[config.mk]
export PLATFORM = sky130hd
export DESIGN_NAME = ascon_data_process
export DESIGN_NICKNAME = d
export VERILOG_FILES = /design/src/rtl/ascon_data_process.sv
export SDC_FILE = /design/constraint.sdc
export NUM_CORES = 2
export LEC_CHECK = 0
export CORE_ASPECT_RATIO = 1.2
export CORE_UTILIZATION = 26
export CTS_CLUSTER_DIAMETER = 40
export DETAILED_ROUTE_END_ITERATION = 12
export HOLD_SLACK_MARGIN = 0.08
export PLACE_DENSITY = 0.43
export SYNTH_ARGS = -nofsm -noshare
export SYNTH_HDL_FRONTEND = slang
export SYNTH_SLANG_ARGS = --single-unit
[constraint.sdc]
create_clock -name clk -period 2.7 [get_ports clk]
set_clock_uncertainty 0.2 [all_clocks]
set_input_delay 0.54 -clock clk [delete_from_list [all_inputs] [get_ports clk]]
set_output_delay 0.54 -clock clk [all_outputs]
set_load 0.05 [all_outputs]
[src/rtl/ascon_data_process.sv]
// ascon_data_process: Ascon-128 message absorb stage with an iterative p6 between blocks.
// Optional decrypt path: define ASCON_DECRYPT_EN (adds the dec port and mode register).
// Ports: clk, rst_n (async, active-low); start with x0_i..x4_i loads the initial state;
//   blk_valid/blk_ready/blk_data/blk_last/blk_bytes carry message blocks;
//   out_valid/out_data/out_bytes/out_last give the registered output block;
//   st_valid with x0_o..x4_o presents the padded final state; busy is high outside IDLE.
module ascon_data_process (
    input  logic        clk,
    input  logic        rst_n,
    input  logic        start,
    input  logic [63:0] x0_i,
    input  logic [63:0] x1_i,
    input  logic [63:0] x2_i,
    input  logic [63:0] x3_i,
    input  logic [63:0] x4_i,
    input  logic        blk_valid,
    output logic        blk_ready,
    input  logic [63:0] blk_data,
    input  logic        blk_last,
    input  logic [2:0]  blk_bytes,
`ifdef ASCON_DECRYPT_EN
    input  logic        dec,
`endif
    output logic        out_valid,
    output logic [63:0] out_data,
    output logic [2:0]  out_bytes,
    output logic        out_last,
    output logic        st_valid,
    output logic [63:0] x0_o,
    output logic [63:0] x1_o,
    output logic [63:0] x2_o,
    output logic [63:0] x3_o,
    output logic [63:0] x4_o,
    output logic        busy
);
    typedef enum logic [1:0] {IDLE, ABSORB, PERM, DONE} state_t;
    state_t      state_q, state_d;
    logic [3:0]  r_q, r_d;
    logic [63:0] x_q [5];
    logic [63:0] x_d [5];
    logic [63:0] a [5];
    logic [63:0] s [5];
    logic [63:0] b [5];
    logic [63:0] rnd [5];
    logic        out_valid_q, out_valid_d, out_last_q, out_last_d;
    logic [63:0] out_data_q, out_data_d;
    logic [2:0]  out_bytes_q, out_bytes_d;
    logic [3:0]  n;
    logic [63:0] mask, pad, x0_enc, x0_abs;

    function automatic logic [63:0] rotr(input logic [63:0] v, input int k);
        return (v >> k) | (v << (64 - k));
    endfunction

    // n = 8 shifts everything out: full mask, no pad
    assign n      = blk_last ? {1'b0, blk_bytes} : 4'd8;
    assign mask   = ~(64'hFFFF_FFFF_FFFF_FFFF >> {n, 3'b000});
    assign pad    = 64'h8000_0000_0000_0000 >> {n, 3'b000};
    assign x0_enc = x_q[0] ^ (blk_data & mask) ^ pad;

`ifdef ASCON_DECRYPT_EN
    logic dec_q;
    always_ff @(posedge clk or negedge rst_n)
        if (!rst_n) dec_q <= 1'b0;
        else if (state_q == IDLE && start) dec_q <= dec;
    // ciphertext overwrites the rate bytes so the state tracks the encrypt side
    assign x0_abs = dec_q ? ((blk_data & mask) | (x_q[0] & ~mask)) ^ pad : x0_enc;
`else
    assign x0_abs = x0_enc;
`endif

    always_comb begin
        a[0] = x_q[0] ^ x_q[4];
        a[1] = x_q[1];
        a[2] = x_q[2] ^ x_q[1] ^ {56'd0, 4'd15 - r_q, r_q};
        a[3] = x_q[3];
        a[4] = x_q[4] ^ x_q[3];
        for (int i = 0; i < 5; i++) s[i] = a[i] ^ (~a[(i + 1) % 5] & a[(i + 2) % 5]);
        b[0] = s[0] ^ s[4];
        b[1] = s[1] ^ s[0];
        b[2] = ~s[2];
        b[3] = s[3] ^ s[2];
        b[4] = s[4];
        rnd[0] = b[0] ^ rotr(b[0], 19) ^ rotr(b[0], 28);
        rnd[1] = b[1] ^ rotr(b[1], 61) ^ rotr(b[1], 39);
        rnd[2] = b[2] ^ rotr(b[2], 1) ^ rotr(b[2], 6);
        rnd[3] = b[3] ^ rotr(b[3], 10) ^ rotr(b[3], 17);
        rnd[4] = b[4] ^ rotr(b[4], 7) ^ rotr(b[4], 41);
    end

    always_comb begin
        state_d     = state_q;
        r_d         = r_q;
        x_d         = x_q;
        out_valid_d = 1'b0;
        out_data_d  = out_data_q;
        out_bytes_d = out_bytes_q;
        out_last_d  = out_last_q;
        case (state_q)
            IDLE: if (start) begin
                state_d = ABSORB;
                x_d     = '{x0_i, x1_i, x2_i, x3_i, x4_i};
            end
            ABSORB: if (blk_valid) begin
                x_d[0]      = x0_abs;
                out_valid_d = 1'b1;
                out_data_d  = (x_q[0] ^ blk_data) & mask;
                out_bytes_d = n[2:0];
                out_last_d  = blk_last;
                state_d     = blk_last ? DONE : PERM;
                r_d         = 4'd6;
            end
            PERM: begin
                x_d     = rnd;
                r_d     = r_q + 4'd1;
                state_d = r_q == 4'd11 ? ABSORB : PERM;
            end
            DONE:    state_d = IDLE;
            default: state_d = IDLE;
        endcase
    end

    always_ff @(posedge clk or negedge rst_n) begin
        if (!rst_n) begin
            state_q     <= IDLE;
            r_q         <= 4'd0;
            x_q         <= '{default: '0};
            out_valid_q <= 1'b0;
            out_data_q  <= '0;
            out_bytes_q <= '0;
            out_last_q  <= 1'b0;
        end else begin
            state_q     <= state_d;
            r_q         <= r_d;
            x_q         <= x_d;
            out_valid_q <= out_valid_d;
            out_data_q  <= out_data_d;
            out_bytes_q <= out_bytes_d;
            out_last_q  <= out_last_d;
        end
    end

    assign blk_ready = state_q == ABSORB;
    assign busy      = state_q != IDLE;
    assign st_valid  = state_q == DONE;
    assign out_valid = out_valid_q;
    assign out_data  = out_data_q;
    assign out_bytes = out_bytes_q;
    assign out_last  = out_last_q;
    assign x0_o      = x_q[0];
    assign x1_o      = x_q[1];
    assign x2_o      = x_q[2];
    assign x3_o      = x_q[3];
    assign x4_o      = x_q[4];
endmodule

==> flow_summary.toml <==
[synth]
synthCells = 3845
synth_top_area_share_pct = 28.50
synth_largest_area_cell = "dfrtp_1"
netlist_top_cells_area = "dfrtp_1 (29%), xnor2_1 (19%), xor2_1 (8.0%), ha_1 (4.5%), xnor2_2 (4.1%)"
synth_edf_count = 0
synth_ff_type = "dfrtp_1"
synthesis.area_sq_um = 34680
syn_avg_cell_area_sq_um = 9.020
yosys_warnings = 0
ys_seq_area_share_pct = 28.50
syn_nets = 4362
ys_types = 52
synth_most_common_cell = "xnor2_1"
async_flop_share_pct = 100.0
synth_top_cells_by_count = "xnor2_1 (752), dfrtp_1 (395), nand2_1 (348)"
synth_seq_cells = 395

[min_path]
hp-class = "primary input to asynchronous set/reset pin"

[global_routing]
grt-ovfl-total = 0
grt_start_max_net_pins = 97
antenna_found_initial = 5
grt_use_total_pct = 33.00
grtUsageMet1_pct = 40.70
use_met3_pct = 6.154
grt_use_met2_pct = 54.86
grt_pass1_wl_microns = 305200
grt.busiest_layer = "met2"
grt_pass1_vias = 36252

[route]
wl_per_cell_microns = 31.67
drc = 0
dr.first_iter.drc_count = 2837
vias = 35890
dr.pass1.iters = 6
drt-total-wl_microns = 227800
routed_via_density = 4.991
antenna_left = 0

[critical_path]
cp_slowest_cell = "dfrtp_1"
worstPathCellList = "buf_4 > buf_4"
max_stage_delay_ns = 0.76
critical_path_required_ns = 1.96
critical_path_class = "flop to output pin"
worstPathArrival_ns = 1.93
startpoint_type = "flop"
worstPathMaxFanout = 4
crit_top_cell = "buf_4"
end_kind = "output pin"

[clocking]
cts.sinks = 395
cts_tree = "yes"
cts.path.max_buffers = 3
clk_latency_ns = 0.73
cts.clk_slew.worst_paths_ns = 0.05
cts_made_buffers = 105
cts_root_buf = "clkbuf_16"
cts_max_level = 3

[sta]
tightest_slew_ns = 0.8117
setup_viol = 0
drv_slew = 0
period_minus_slack_ns = 2.674
hold_viol = 0
setup_tns_ns = 0
relSlewSlack_pct = 45.50
max_freq_mhz = 374.0
fin_crit_sh_pct = 99.04

[flow_run]
drv_cap = 0

[outcome]
outcome = "completed"

[final_layout]
drive_gt1_share_pct = 25.54
final_nets = 5849
fillers = 13399
syn_to_final_growth_pct = 55.80

[die]
die_h_microns = 402.1
start_util_pct = 26.26
rows = 146
dieArea_sq_um = 134900
core_sq_um = 132100
pin_count = 784
die_w_microns = 335.4

[placed_design]
place_hpwl_microns = 193800
place_congestion = 1.005
io_buffers = 783
[final cells by class]
cell class,count,area [sq um],share of cell area (%)
Antenna cell,1,2.502,0.004631
Clock buffer,140,3003,5.557
Clock inverter,49,703.2,1.301
Inverter,198,743.2,1.375
Multi-Input combinational cell,3025,23330,43.17
Sequential cell,395,9894,18.31
Tap cell,1776,2222,4.113
Timing Repair Buffer,1607,14140,26.17
[worst paths after layout]
kind	end	slack, ns	cells past startpoint	from
max	x0_o[37]	0.03	2	x0_o[37]$_DFFE_PN0P_
min reg2reg	out_data[62]$_DFFE_PN0P_	0.28	2	out_data[62]$_DFFE_PN0P_
min	out_data[6]$_DFFE_PN0P_	0.12	2	rst_n
min in group clk	x3_o[22]$_DFFE_PN0P_	0.24	3	x3_i[22]
max in group asynchronous	x1_o[25]$_DFFE_PN0P_	1.27	4	rst_n
max reg2reg	x0_o[20]$_DFFE_PN0P_	0.04	7	x0_o[20]$_DFFE_PN0P_
[routing by layer]
metal / wire length [microns] / vias to the layer above
met1: 93000 / 17844
li1: - / 16134
met4: 12120 / 2
met2: 107500 / 1531
met5: 9 / -
met3: 15150 / 379
[logic make-up (layout without fill, tap and decap cells)]
group	after synthesis	in the layout	synth area share (%)
xor+xnor	1184	1184	32.94
flops	395	395	28.50
compound gates	696	696	12.60
other cells	0	1	0
mux	39	39	1.147
simple gates	923	923	13.87
fa+ha+maj	183	183	6.184
buf+inv	425	1994	4.759
[flip-flops by register name, indices dropped and copies added (netlist names)]
name	cells
out_bytes	3
x3_o	64
out_last	1
out_data	64
out_valid	1
x2_o	64
x0_o	64
x1_o	64
state_q	2
r_q	4
x4_o	64
[critical path: cells and delay by family (launching register included)]
family	cells	cell delay (ns)
DFF	1	0.76
buffers and inverters	2	0.45
[repair_timing]
item                                   CTS  global route
setup endpoints to repair               79            18
endpoints found under the hold margin  296             0
buffers inserted                         0             2
hold buffers                             1             0
gates resized for setup                 84            16
cloned                                   0             0
[through the flow]
step / cells / hold WS, ns / instance area, sq um / setup WS, ns / util, %
floorplan: 3845 / 0.04441 / 34680 / 0.02247 / -
global placement: 6998 / 0.2548 / 50260 / -0.3829 / 38.05
detailed placement: 6998 / 0.2520 / 50260 / -0.3543 / 38.05
CTS: 7188 / 0.09352 / 53950 / 0.002392 / 40.85
global route: 7190 / 0.1403 / 54030 / -0.004406 / 40.91
finish: 7191 / 0.1158 / 54030 / 0.02591 / 40.91
[cells in the final DEF (no fill, tap or decap), types with 58 or more instances in the layout]
cell type        instances
dlygate4sd2_1           68
maj3_1                  58
o221ai_1               112
inv_1                  197
xnor2_1                743
clkbuf_16              108
nand2_1                346
buf_4                 1012
xor2_1                 315
buf_12                  66
nor2_1                  94
ha_1                   122
clkdlybuf4s50_1        455
a21oi_1                143
nor3b_1                 81
dfrtp_1                387
nand3b_1               136
xnor2_2                 96
o21ai_0                270
Power is not shown: default switching activity piles up to over one toggle a cycle in this logic, so the estimate is an artifact.
